===== src/rtl/wb_pkg.sv =====
// Shared definitions for the write-back stage: result-source encodings,
// the queued-write entry type and the load-lane width helper.
package wb_pkg;

  localparam int unsigned WB_DATA_W = 16;
  localparam int unsigned WB_REG_AW = 3;

  localparam logic [1:0] SRC_ALU  = 2'd0;
  localparam logic [1:0] SRC_MEM  = 2'd1;
  localparam logic [1:0] SRC_LINK = 2'd2;
  localparam logic [1:0] SRC_IMM  = 2'd3;

  typedef struct packed {
    logic [WB_REG_AW-1:0] dest;
    logic [WB_DATA_W-1:0] data;
  } wb_entry_t;

  // Byte-lane index width; a single-lane datapath still gets a 1-bit index.
  function automatic int unsigned off_width(input int unsigned data_w);
    return (data_w / 8 > 1) ? $clog2(data_w / 8) : 1;
  endfunction

endpackage


===== src/rtl/wb_load_align.sv =====
// Sub-word load alignment: picks the addressed byte lane of the memory word
// and sign- or zero-extends it; full-word loads pass through unchanged.
module wb_load_align
  import wb_pkg::*;
#(
  parameter int unsigned DATA_W = 16,
  parameter int unsigned OFF_W  = off_width(DATA_W)
) (
  input  logic [DATA_W-1:0] mem_res,
  input  logic              mem_byte,
  input  logic              mem_signed,
  input  logic [OFF_W-1:0]  mem_off,
  output logic [DATA_W-1:0] load_data
);

  localparam int unsigned LANES = DATA_W / 8;

  logic [7:0] lane;

  always_comb begin
    lane = mem_res[7:0];
    for (int unsigned i = 0; i < LANES; i++) begin
      if (mem_off == OFF_W'(i)) begin
        lane = mem_res[8*i +: 8];
      end
    end
  end

  always_comb begin
    load_data = mem_res;
    if (mem_byte) begin
      // Fill everything with the extension bit, then drop the lane into the low byte.
      load_data      = {DATA_W{mem_signed & lane[7]}};
      load_data[7:0] = lane;
    end
  end

endmodule


===== src/rtl/wb_stage_buf.sv =====
// Write-back stage with a small skid buffer in front of the register-file port.
// Define WB_BYPASS_EN to add the byp_addr/byp_hit/byp_data lookup for the hazard unit.
module wb_stage_buf
  import wb_pkg::*;
#(
  parameter int unsigned DATA_W           = 16,
  parameter int unsigned REG_AW           = 3,
  parameter int unsigned SKID_DEPTH       = 2,
  parameter bit          ZERO_REG_DISCARD = 1'b1,
  parameter int unsigned CNT_W            = 16
) (
  input  logic                         clk,
  input  logic                         rst,
  input  logic                         in_valid,
  output logic                         in_ready,
  input  logic                         wb_en,
  input  logic [REG_AW-1:0]            wb_dest_in,
  input  logic [1:0]                   src_sel,
  input  logic [DATA_W-1:0]            alu_res,
  input  logic [DATA_W-1:0]            mem_res,
  input  logic [DATA_W-1:0]            link_val,
  input  logic [DATA_W-1:0]            imm_val,
  input  logic                         mem_byte,
  input  logic                         mem_signed,
  input  logic [off_width(DATA_W)-1:0] mem_off,
  input  logic                         flush,
  input  logic                         regfile_ready,
  output logic                         regfile_en,
  output logic [REG_AW-1:0]            wb_dest,
  output logic [DATA_W-1:0]            wb_data,
`ifdef WB_BYPASS_EN
  input  logic [REG_AW-1:0]            byp_addr,
  output logic                         byp_hit,
  output logic [DATA_W-1:0]            byp_data,
`endif
  output logic [CNT_W-1:0]             stall_cnt
);

  localparam int unsigned OFF_W    = off_width(DATA_W);
  localparam int unsigned PTR_W    = $clog2(SKID_DEPTH);
  localparam int unsigned CNT_BITS = PTR_W + 1;
  localparam logic [CNT_BITS-1:0] DEPTH_C = CNT_BITS'(SKID_DEPTH);

  logic [REG_AW-1:0]   dest_q [SKID_DEPTH];
  logic [DATA_W-1:0]   data_q [SKID_DEPTH];
  logic [PTR_W-1:0]    wr_ptr_q, rd_ptr_q;
  logic [CNT_BITS-1:0] count_q, count_d;
  logic [CNT_W-1:0]    stall_q;
  logic [DATA_W-1:0]   load_data;
  logic [DATA_W-1:0]   sel_data;
  logic                accept;
  logic                push;
  logic                pop;

  wb_load_align #(
    .DATA_W (DATA_W),
    .OFF_W  (OFF_W)
  ) u_load_align (
    .mem_res    (mem_res),
    .mem_byte   (mem_byte),
    .mem_signed (mem_signed),
    .mem_off    (mem_off),
    .load_data  (load_data)
  );

  always_comb begin
    sel_data = alu_res;
    case (src_sel)
      SRC_ALU:  sel_data = alu_res;
      SRC_MEM:  sel_data = load_data;
      SRC_LINK: sel_data = link_val;
      SRC_IMM:  sel_data = imm_val;
      default:  sel_data = alu_res;
    endcase
  end

  // Ready depends only on occupancy, never on a pop in the same cycle.
  assign in_ready = !rst && !flush && (count_q < DEPTH_C);
  assign accept   = in_valid && in_ready;
  assign push     = accept && wb_en && !(ZERO_REG_DISCARD && (wb_dest_in == '0));
  assign pop      = regfile_en && regfile_ready && !flush;

  always_comb begin
    count_d = count_q;
    if (flush) begin
      count_d = '0;
    end else begin
      case ({push, pop})
        2'b10:   count_d = count_q + 1'b1;
        2'b01:   count_d = count_q - 1'b1;
        default: count_d = count_q;
      endcase
    end
  end

  always_ff @(posedge clk or posedge rst) begin
    if (rst) begin
      wr_ptr_q <= '0;
      rd_ptr_q <= '0;
      count_q  <= '0;
    end else begin
      count_q <= count_d;
      if (flush) begin
        wr_ptr_q <= '0;
        rd_ptr_q <= '0;
      end else begin
        if (push) begin
          wr_ptr_q <= wr_ptr_q + 1'b1;
        end
        if (pop) begin
          rd_ptr_q <= rd_ptr_q + 1'b1;
        end
      end
    end
  end

  always_ff @(posedge clk or posedge rst) begin
    if (rst) begin
      for (int unsigned i = 0; i < SKID_DEPTH; i++) begin
        dest_q[i] <= '0;
        data_q[i] <= '0;
      end
    end else if (push) begin
      dest_q[wr_ptr_q] <= wb_dest_in;
      data_q[wr_ptr_q] <= sel_data;
    end
  end

  always_ff @(posedge clk or posedge rst) begin
    if (rst) begin
      stall_q <= '0;
    end else if (regfile_en && !regfile_ready && (stall_q != '1)) begin
      stall_q <= stall_q + 1'b1;
    end
  end

  assign regfile_en = (count_q != '0);
  assign wb_dest    = dest_q[rd_ptr_q];
  assign wb_data    = data_q[rd_ptr_q];
  assign stall_cnt  = stall_q;

`ifdef WB_BYPASS_EN
  logic [PTR_W-1:0] byp_idx;

  // Walk oldest to youngest so the last match seen is the youngest.
  always_comb begin
    byp_hit  = 1'b0;
    byp_data = '0;
    byp_idx  = '0;
    for (int unsigned k = 0; k < SKID_DEPTH; k++) begin
      byp_idx = rd_ptr_q + PTR_W'(k);
      if ((CNT_BITS'(k) < count_q) && (dest_q[byp_idx] == byp_addr) &&
          !(ZERO_REG_DISCARD && (byp_addr == '0))) begin
        byp_hit  = 1'b1;
        byp_data = data_q[byp_idx];
      end
    end
  end
`else
  // No bypass lookup in this build.
`endif

endmodule


===== config.mk =====
export PLATFORM = sky130hd
export DESIGN_NAME = wb_stage_buf
export DESIGN_NICKNAME = d
export VERILOG_FILES = /design/src/rtl/wb_pkg.sv /design/src/rtl/wb_load_align.sv /design/src/rtl/wb_stage_buf.sv
export SDC_FILE = /design/constraint.sdc
export NUM_CORES = 1
export LEC_CHECK = 0
export BUFFER_PORTS_ARGS = -buffer_cell sky130_fd_sc_hd__buf_2
export CAP_MARGIN = 20
export CELL_PAD_IN_SITES_DETAIL_PLACEMENT = 1
export CELL_PAD_IN_SITES_GLOBAL_PLACEMENT = 1
export CORE_AREA = 2 2 124 78
export CTS_CLUSTER_DIAMETER = 50
export DETAILED_ROUTE_END_ITERATION = 10
export DIE_AREA = 0 0 126 80
export PLACE_DENSITY = 0.86
export SETUP_SLACK_MARGIN = 0.4
export SKIP_LAST_GASP = 1
export SYNTH_ARGS = -nofsm -noshare
export SYNTH_HDL_FRONTEND = slang
export SYNTH_SLANG_ARGS = --single-unit

===== constraint.sdc =====
create_clock -name clk -period 2.7 [get_ports clk]
set_clock_uncertainty 0.15 [all_clocks]
set_input_delay 0.54 -clock clk [delete_from_list [all_inputs] [get_ports clk]]
set_output_delay 0.54 -clock clk [all_outputs]
set_load 0.005 [all_outputs]

[Yosys cells after proc, flatten, opt, wreduce, memory -nomap -nowiden]
Index checks and enable logic that the tools add are counted.
Word-level totals
  bits in registers: 58
  bits of input ports: 78
Cells by class
  $add $sub $neg: 5
  order comparisons: 4
  equality and inequality tests: 6
  mux-type cells: 21
  bitwise gates (word level): 3
  reductions and logical operators: 20
Operator list (number)
  16-bit two-way mux: 5
  16-bit case mux with 4 select lines: 1
  32-bit bitwise mux: 1
  16-bit by 1-bit adder with 16-bit output, second input constant: 1
  16-bit demux with 1-bit select: 1
  16-bit != test, second input constant: 1
  3-bit two-way mux: 4
  1-bit logical AND: 10
  8-bit two-way mux: 1
  6-bit bitwise mux: 1
  2-bit equality test, second input constant: 3
  2-bit nonzero test: 3
  2-bit by 1-bit equality test with 1-bit output, second input constant: 2
  2-bit >= comparator, second input constant: 2
  1-bit zero test: 4
  1-bit two-way mux: 4
  1-bit inverter with 2-bit output: 2
  2-bit case mux with 2 select lines: 1
  3-bit demux with 1-bit select: 1
  3-bit zero test: 1
  3-bit nonzero test: 1
  1-bit adder, second input constant: 2
  2-bit by 1-bit adder with 2-bit output, second input constant: 1
  2-bit zero test: 1
  other kinds (5): 5

[Longest topological paths before layout]
  word-level depth: 9
  depth in mapped cells: 6
  gate-level depth less buffers: 5

[By module]
From an unflattened synthesis, not the netlist that was laid out.
Second synthesis, totals
  cell total of the unflattened synthesis: 248
  area total of the unflattened synthesis: 3313.2 µm²
By module, submodules not included
  wb_stage_buf: instances 1, cells an instance 218, area each 3090.5 µm²
  wb_load_align: instances 1, cells an instance 30, area each 222.7 µm²

[Worst setup path after synthesis]
No wires, ideal clock.
  path type: input to register
  start: in rst
  end: reg data_q[16] (netlist name)
  library setup time: 0.125 ns
  data arrival time: 1.615 ns
  slack: 0.810 ns
  cell stages on the path: 4
  path buffers: 0
  path through: nor3_4 nand4_4 nor2_4 mux2_2
Between the ends
  cells in the longest elaborated chain, start to end: 6
Ends and longest elaborated chain
  start: declaration: RTL line wb_stage_buf.sv:13  | input logic rst,
  1-bit zero test (no line)
  1-bit logical AND (2 in a row): RTL line wb_stage_buf.sv:78  | assign in_ready = !rst && !flush && (count_q < DEPTH_C);
  1-bit logical AND: RTL line wb_stage_buf.sv:79  | assign accept = in_valid && in_ready;
  1-bit logical AND (2 in a row): RTL line wb_stage_buf.sv:80  | assign push = accept && wb_en && !(ZERO_REG_DISCARD && (wb_dest_in == '0));
  end signal: indexed assignment: RTL line wb_stage_buf.sv:125  | data_q[wr_ptr_q] <= sel_data;
  end: declaration: RTL line wb_stage_buf.sv:45  | logic [DATA_W-1:0] data_q [SKID_DEPTH];
Every way passes these cells.
A chain may end at the register's enable or synchronous reset.

[Worst setup path after layout]
  start: reg rd_ptr_q
  end: out wb_data[7]
Between the ends
  cells in the longest elaborated chain, start to end: 4
Ends and longest elaborated chain
  start: declaration: RTL line wb_stage_buf.sv:46  | logic [PTR_W-1:0] wr_ptr_q, rd_ptr_q;
  start signal: assignment: RTL line wb_stage_buf.sv:111  | rd_ptr_q <= rd_ptr_q + 1'b1;
  1-bit inverter with 2-bit output (implied by the code): RTL line wb_stage_buf.sv:139  | assign wb_data = data_q[rd_ptr_q];
  16-bit two-way mux (implied by the code) (3 in a row): RTL line wb_stage_buf.sv:139
  end: declaration: RTL line wb_stage_buf.sv:30  | output logic [DATA_W-1:0] wb_data,
Every way passes these cells. The select of a mux whose other input is x is not followed.

==> flow_summary.html <==
<table>
<tr><th>Metric</th><th>Value</th></tr>
<tr><th colspan="2">Worst setup path</th></tr>
<tr><td>Cell family with most CP delay</td><td>flip-flops</td></tr>
<tr><td>Maximum fanout encountered on the critical timing path</td><td>16</td></tr>
<tr><td>Worst-path cell chain</td><td>buf_6, mux2_2, buf_2</td></tr>
<tr><td>Worst Path Buf+Inv</td><td>2</td></tr>
<tr><td>Cell at the slowest stage of the critical path</td><td>dfrtp_2</td></tr>
<tr><td>Kind of start point of the critical path</td><td>flop</td></tr>
<tr><td>Worst path required time</td><td>2010 ps</td></tr>
<tr><td>Arrival time at the worst endpoint</td><td>1520 ps</td></tr>
<tr><td>Endpoint class of the critical path</td><td>output pin</td></tr>
<tr><td>Worst Path Class, Setup</td><td>flop to output pin</td></tr>
<tr><td>Largest stage delay, worst path</td><td>440 ps</td></tr>
<tr><th colspan="2">Status</th></tr>
<tr><td>Outcome</td><td>completed</td></tr>
<tr><th colspan="2">Global route</th></tr>
<tr><td>Global route overflow</td><td>0</td></tr>
<tr><td>Global-route usage over all layers</td><td>20.6%</td></tr>
<tr><td>Wire length of the first global-routing pass</td><td>15900 microns</td></tr>
<tr><td>Number of antenna violations at the first check in global routing</td><td>0</td></tr>
<tr><td>Pin count of the biggest net entering global routing</td><td>31</td></tr>
<tr><td>Vias in the first global route</td><td>3088</td></tr>
<tr><th colspan="2">Timing</th></tr>
<tr><td>Worst slew pin tran</td><td>634 ps</td></tr>
<tr><td>Normalized max-slew margin</td><td>57.7%</td></tr>
<tr><td>Fin crit period</td><td>2210 ps</td></tr>
<tr><td>RSZ-0062 raised after global routing</td><td>no</td></tr>
<tr><td>Final count of negative-setup-slack endpoints</td><td>0</td></tr>
<tr><td>Count of final hold-check violations</td><td>0</td></tr>
<tr><td>Max Slew Vio Count</td><td>0</td></tr>
<tr><td>Ratio of final minimum period to clock period</td><td>81.7%</td></tr>
<tr><td>Setup tns final</td><td>0 ps</td></tr>
<tr><td>Achievable clock frequency</td><td>453 MHz</td></tr>
<tr><td>Worst hold slack</td><td>184 ps</td></tr>
<tr><th colspan="2">Power and ir drop</th></tr>
<tr><td>Leakage component of the power</td><td>2.13 nW</td></tr>
<tr><td>Switching power summed over all nets</td><td>0.737 mW</td></tr>
<tr><td>Worst vdd rail ir drop</td><td>350 uV</td></tr>
<tr><td>Internal portion of total power</td><td>1.98 mW</td></tr>
<tr><td>Total power consumption of the routed design</td><td>2.71 mW</td></tr>
<tr><td>Share of power burned in the clock network</td><td>39.3%</td></tr>
<tr><td>Part of the power in registers</td><td>39.5%</td></tr>
<tr><td>Pwr dens</td><td>638 nW/um^2</td></tr>
<tr><td>Sw Share</td><td>27.2%</td></tr>
<tr><td>Power share of the combinational group</td><td>21.3%</td></tr>
<tr><th colspan="2">Clock tree</th></tr>
<tr><td>Number of buffers added by the clock tree synthesis step</td><td>9</td></tr>
<tr><td>Number of hold buffers added after cts</td><td>0</td></tr>
<tr><td>TritonCTS clock tree</td><td>yes</td></tr>
<tr><td>Clock root buffer</td><td>clkbuf_16</td></tr>
<tr><td>Count of H-tree levels built during CTS</td><td>3</td></tr>
<tr><td>Worst-skew pair later-pin latency</td><td>320 ps</td></tr>
<tr><td>Clock Pin Slew Worst Setup and Hold Paths</td><td>50 ps</td></tr>
<tr><td>Number of clock sinks</td><td>58</td></tr>
<tr><td>Clock Path Buffers</td><td>2</td></tr>
<tr><th colspan="2">Final layout</th></tr>
<tr><td>Filler cell count</td><td>1036</td></tr>
<tr><td>Total inserted antenna cells</td><td>0</td></tr>
<tr><td>Signed area change from the synthesized netlist to the final layout</td><td>28.6%</td></tr>
<tr><td>Fraction of final layout cells with drive strength greater than 1</td><td>49.0%</td></tr>
<tr><td>Number of nets in the finished design</td><td>488</td></tr>
<tr><th colspan="2">Yosys</th></tr>
<tr><td>Library cell with the largest summed area after synthesis</td><td>dfrtp_1</td></tr>
<tr><td>Post-Synthesis Cell Area</td><td>3310 sq um</td></tr>
<tr><td>Synth Instances</td><td>296</td></tr>
<tr><td>Sequential share of the synthesized area</td><td>43.9%</td></tr>
<tr><td>Yosys warning count</td><td>0</td></tr>
<tr><td>Synthesized net count</td><td>375</td></tr>
<tr><td>Number of synthesized flops with an enable pin</td><td>0</td></tr>
<tr><td>Primary FF master, synth</td><td>dfrtp_1</td></tr>
<tr><td>Post-synthesis register bit count</td><td>58</td></tr>
<tr><td>Mean post-synth cell area</td><td>11.2 sq um</td></tr>
<tr><td>Synth area leaders</td><td>dfrtp_1 (44%), mux2_2 (16%), o31ai_1 (3.2%)</td></tr>
<tr><td>Share of synthesized registers carrying an async set or reset</td><td>100%</td></tr>
<tr><td>Number of distinct library cell variants in the gate-level netlist after synthesis</td><td>45</td></tr>
<tr><td>Proportion of netlist area held by the largest area contributor</td><td>43.9%</td></tr>
<tr><th colspan="2">Placed design</th></tr>
<tr><td>Routability Congestion</td><td>0.855</td></tr>
<tr><td>Number of input and output port buffers inserted</td><td>114</td></tr>
<tr><td>DPL Wire Length</td><td>7910 microns</td></tr>
<tr><th colspan="2">Die</th></tr>
<tr><td>Die area</td><td>10100 sq um</td></tr>
<tr><td>DIE HEIGHT</td><td>80 microns</td></tr>
<tr><td>Std-Cell Core Area</td><td>8920 sq um</td></tr>
<tr><td>Starting utilization of the core area</td><td>37.1%</td></tr>
<tr><td>X dimension of the die</td><td>126 microns</td></tr>
<tr><td>Num ports</td><td>115</td></tr>
<tr><td>Std cell rows</td><td>27</td></tr>
<tr><th colspan="2">Drt</th></tr>
<tr><td>DR vias</td><td>2842</td></tr>
<tr><td>Via-per-instance ratio</td><td>5.36</td></tr>
<tr><td>Number of design-rule violations left by the first detailed-router iteration</td><td>211</td></tr>
<tr><td>WL final</td><td>10000 microns</td></tr>
<tr><td>Number of remaining DRC errors</td><td>0</td></tr>
<tr><td>Routed Antenna Nets</td><td>0</td></tr>
<tr><td>Per-cell routed wire length</td><td>18.9 microns</td></tr>
<tr><td>Pre-antenna DRT Iters</td><td>5</td></tr>
<tr><th colspan="2">Job</th></tr>
<tr><td>MaxCap Viol Count</td><td>0</td></tr>
<tr><th colspan="2">Worst hold path</th></tr>
<tr><td>Hold WC Path Type</td><td>primary input to async pin</td></tr>
</table>
==> layout by cell type (no fill, tap or decap), types with 3 or more instances in the layout <==
master     count
nand2_1       18
o31ai_1       14
xor2_1         7
clkbuf_16      9
a222oi_1       8
nand4_1        9
nor2_1        13
and4_1         3
and3_1         5
o21ai_1        5
xnor2_1        7
or2_2         10
clkbuf_8       3
inv_1         12
buf_2        114
mux2_2        46
mux2i_1       10
a221oi_1       7
a21oi_1       13
o21ai_0        7
dfrtp_1       57
==> per-stage QoR <==
step / instances / instance area [sq um] / setup WS [ps] / util (%)
floorplan: 296 / 3310 / 582 / -
global placement: 514 / 3960 / 514 / 44.4
detailed placement: 514 / 3960 / 478 / 44.4
CTS: 530 / 4250 / 414 / 47.6
global route: 530 / 4250 / 455 / 47.7
finish: 530 / 4250 / 494 / 47.7
==> synth_stat cells, drive strengths merged, types with 2 or more instances <==
library cell	count
o31ai	14
nor2b	2
xnor2	7
clkbuf	5
nor2	14
and2	3
a222oi	8
nand4	11
o21ai	12
dfrtp	58
or2	10
inv	13
xor2	7
nand2	19
and4	3
mux2	46
a221oi	7
nor3	3
a2111oi	2
a21oi	13
mux2i	10
nand3	4
buf	9
and3	5
==> logic make-up after synthesis <==
logic type                 after synthesis  synth area share, %
and+or+nand+nor                         79                 15.3
xor gates and xnor gates                14                 3.71
buffers and inverters                   27                 4.13
DFF                                     58                 43.9
adders and majority gates                1                0.378
AOI/OAI and AO/OA                       61                 13.9
muxes                                   56                 18.7
==> worst reg2reg max path: stages, from the launching register on <==
cell and delay (ps):
dfrtp_1 430, ha_1 360, and3_1 230, nand4b_2 220, and2_1 260, mux2_2 270
==> power groups by stage <==
stage                     clock, mW  sequential [mW]  combinational (mW)
final                          1.06             1.07               0.577
after global routing           1.13             1.09               0.629
after CTS                      1.09             1.07               0.584
after detailed placement          0             1.08               0.576
after global placement            0             1.07               0.548
after floorplan                   0             1.06               0.328
==> final timing paths <==
path / cells past startpoint / to / slack, ps / startpoint
setup / recovery: 3 / wb_data[7] / 490 / rd_ptr_q
hold reg to reg: 2 / data_q[11] / 320 / data_q[11]
hold / removal: 2 / stall_cnt[2] / 180 / rst
max in group asynchronous: 3 / stall_cnt[5] / 1620 / rst
min in group clk: 2 / count_q[1] / 310 / flush
setup reg to reg: 5 / stall_cnt[1] / 660 / stall_cnt[0]
==> metal layers <==
metal	vias up	GRT usage (%)	share of wire, %
li1	1337	-	-
met1	1407	26.6	44
met2	88	34.2	49
met3	10	5.83	5.9
met4	0	5.38	0.89
met5	-	0	0
==> flip-flops by register name, indices dropped and copies added (netlist names) <==
name	flops
rd_ptr_q	1
wr_ptr_q	1
stall_cnt	16
data_q	32
dest_q	6
count_q	2
==> repair_timing <==
action,in CTS,in global routing
setup buffers,0,0
resized for setup,1,1
endpoints found under the setup margin,16,9
cloned,0,0
==> final cells by class <==
class | instances | area (sq um) | share of cell area, %
clock buffer | 14 | 274 | 6.45
sequential | 58 | 1450 | 34.2
tap | 116 | 145 | 3.41
timing repair buffer | 116 | 602 | 14.2
clock inverter | 2 | 10.0 | 0.236
multi-input combinational | 211 | 1720 | 40.4
inverter | 13 | 48.8 | 1.15
(Power assumes the default switching activity.)
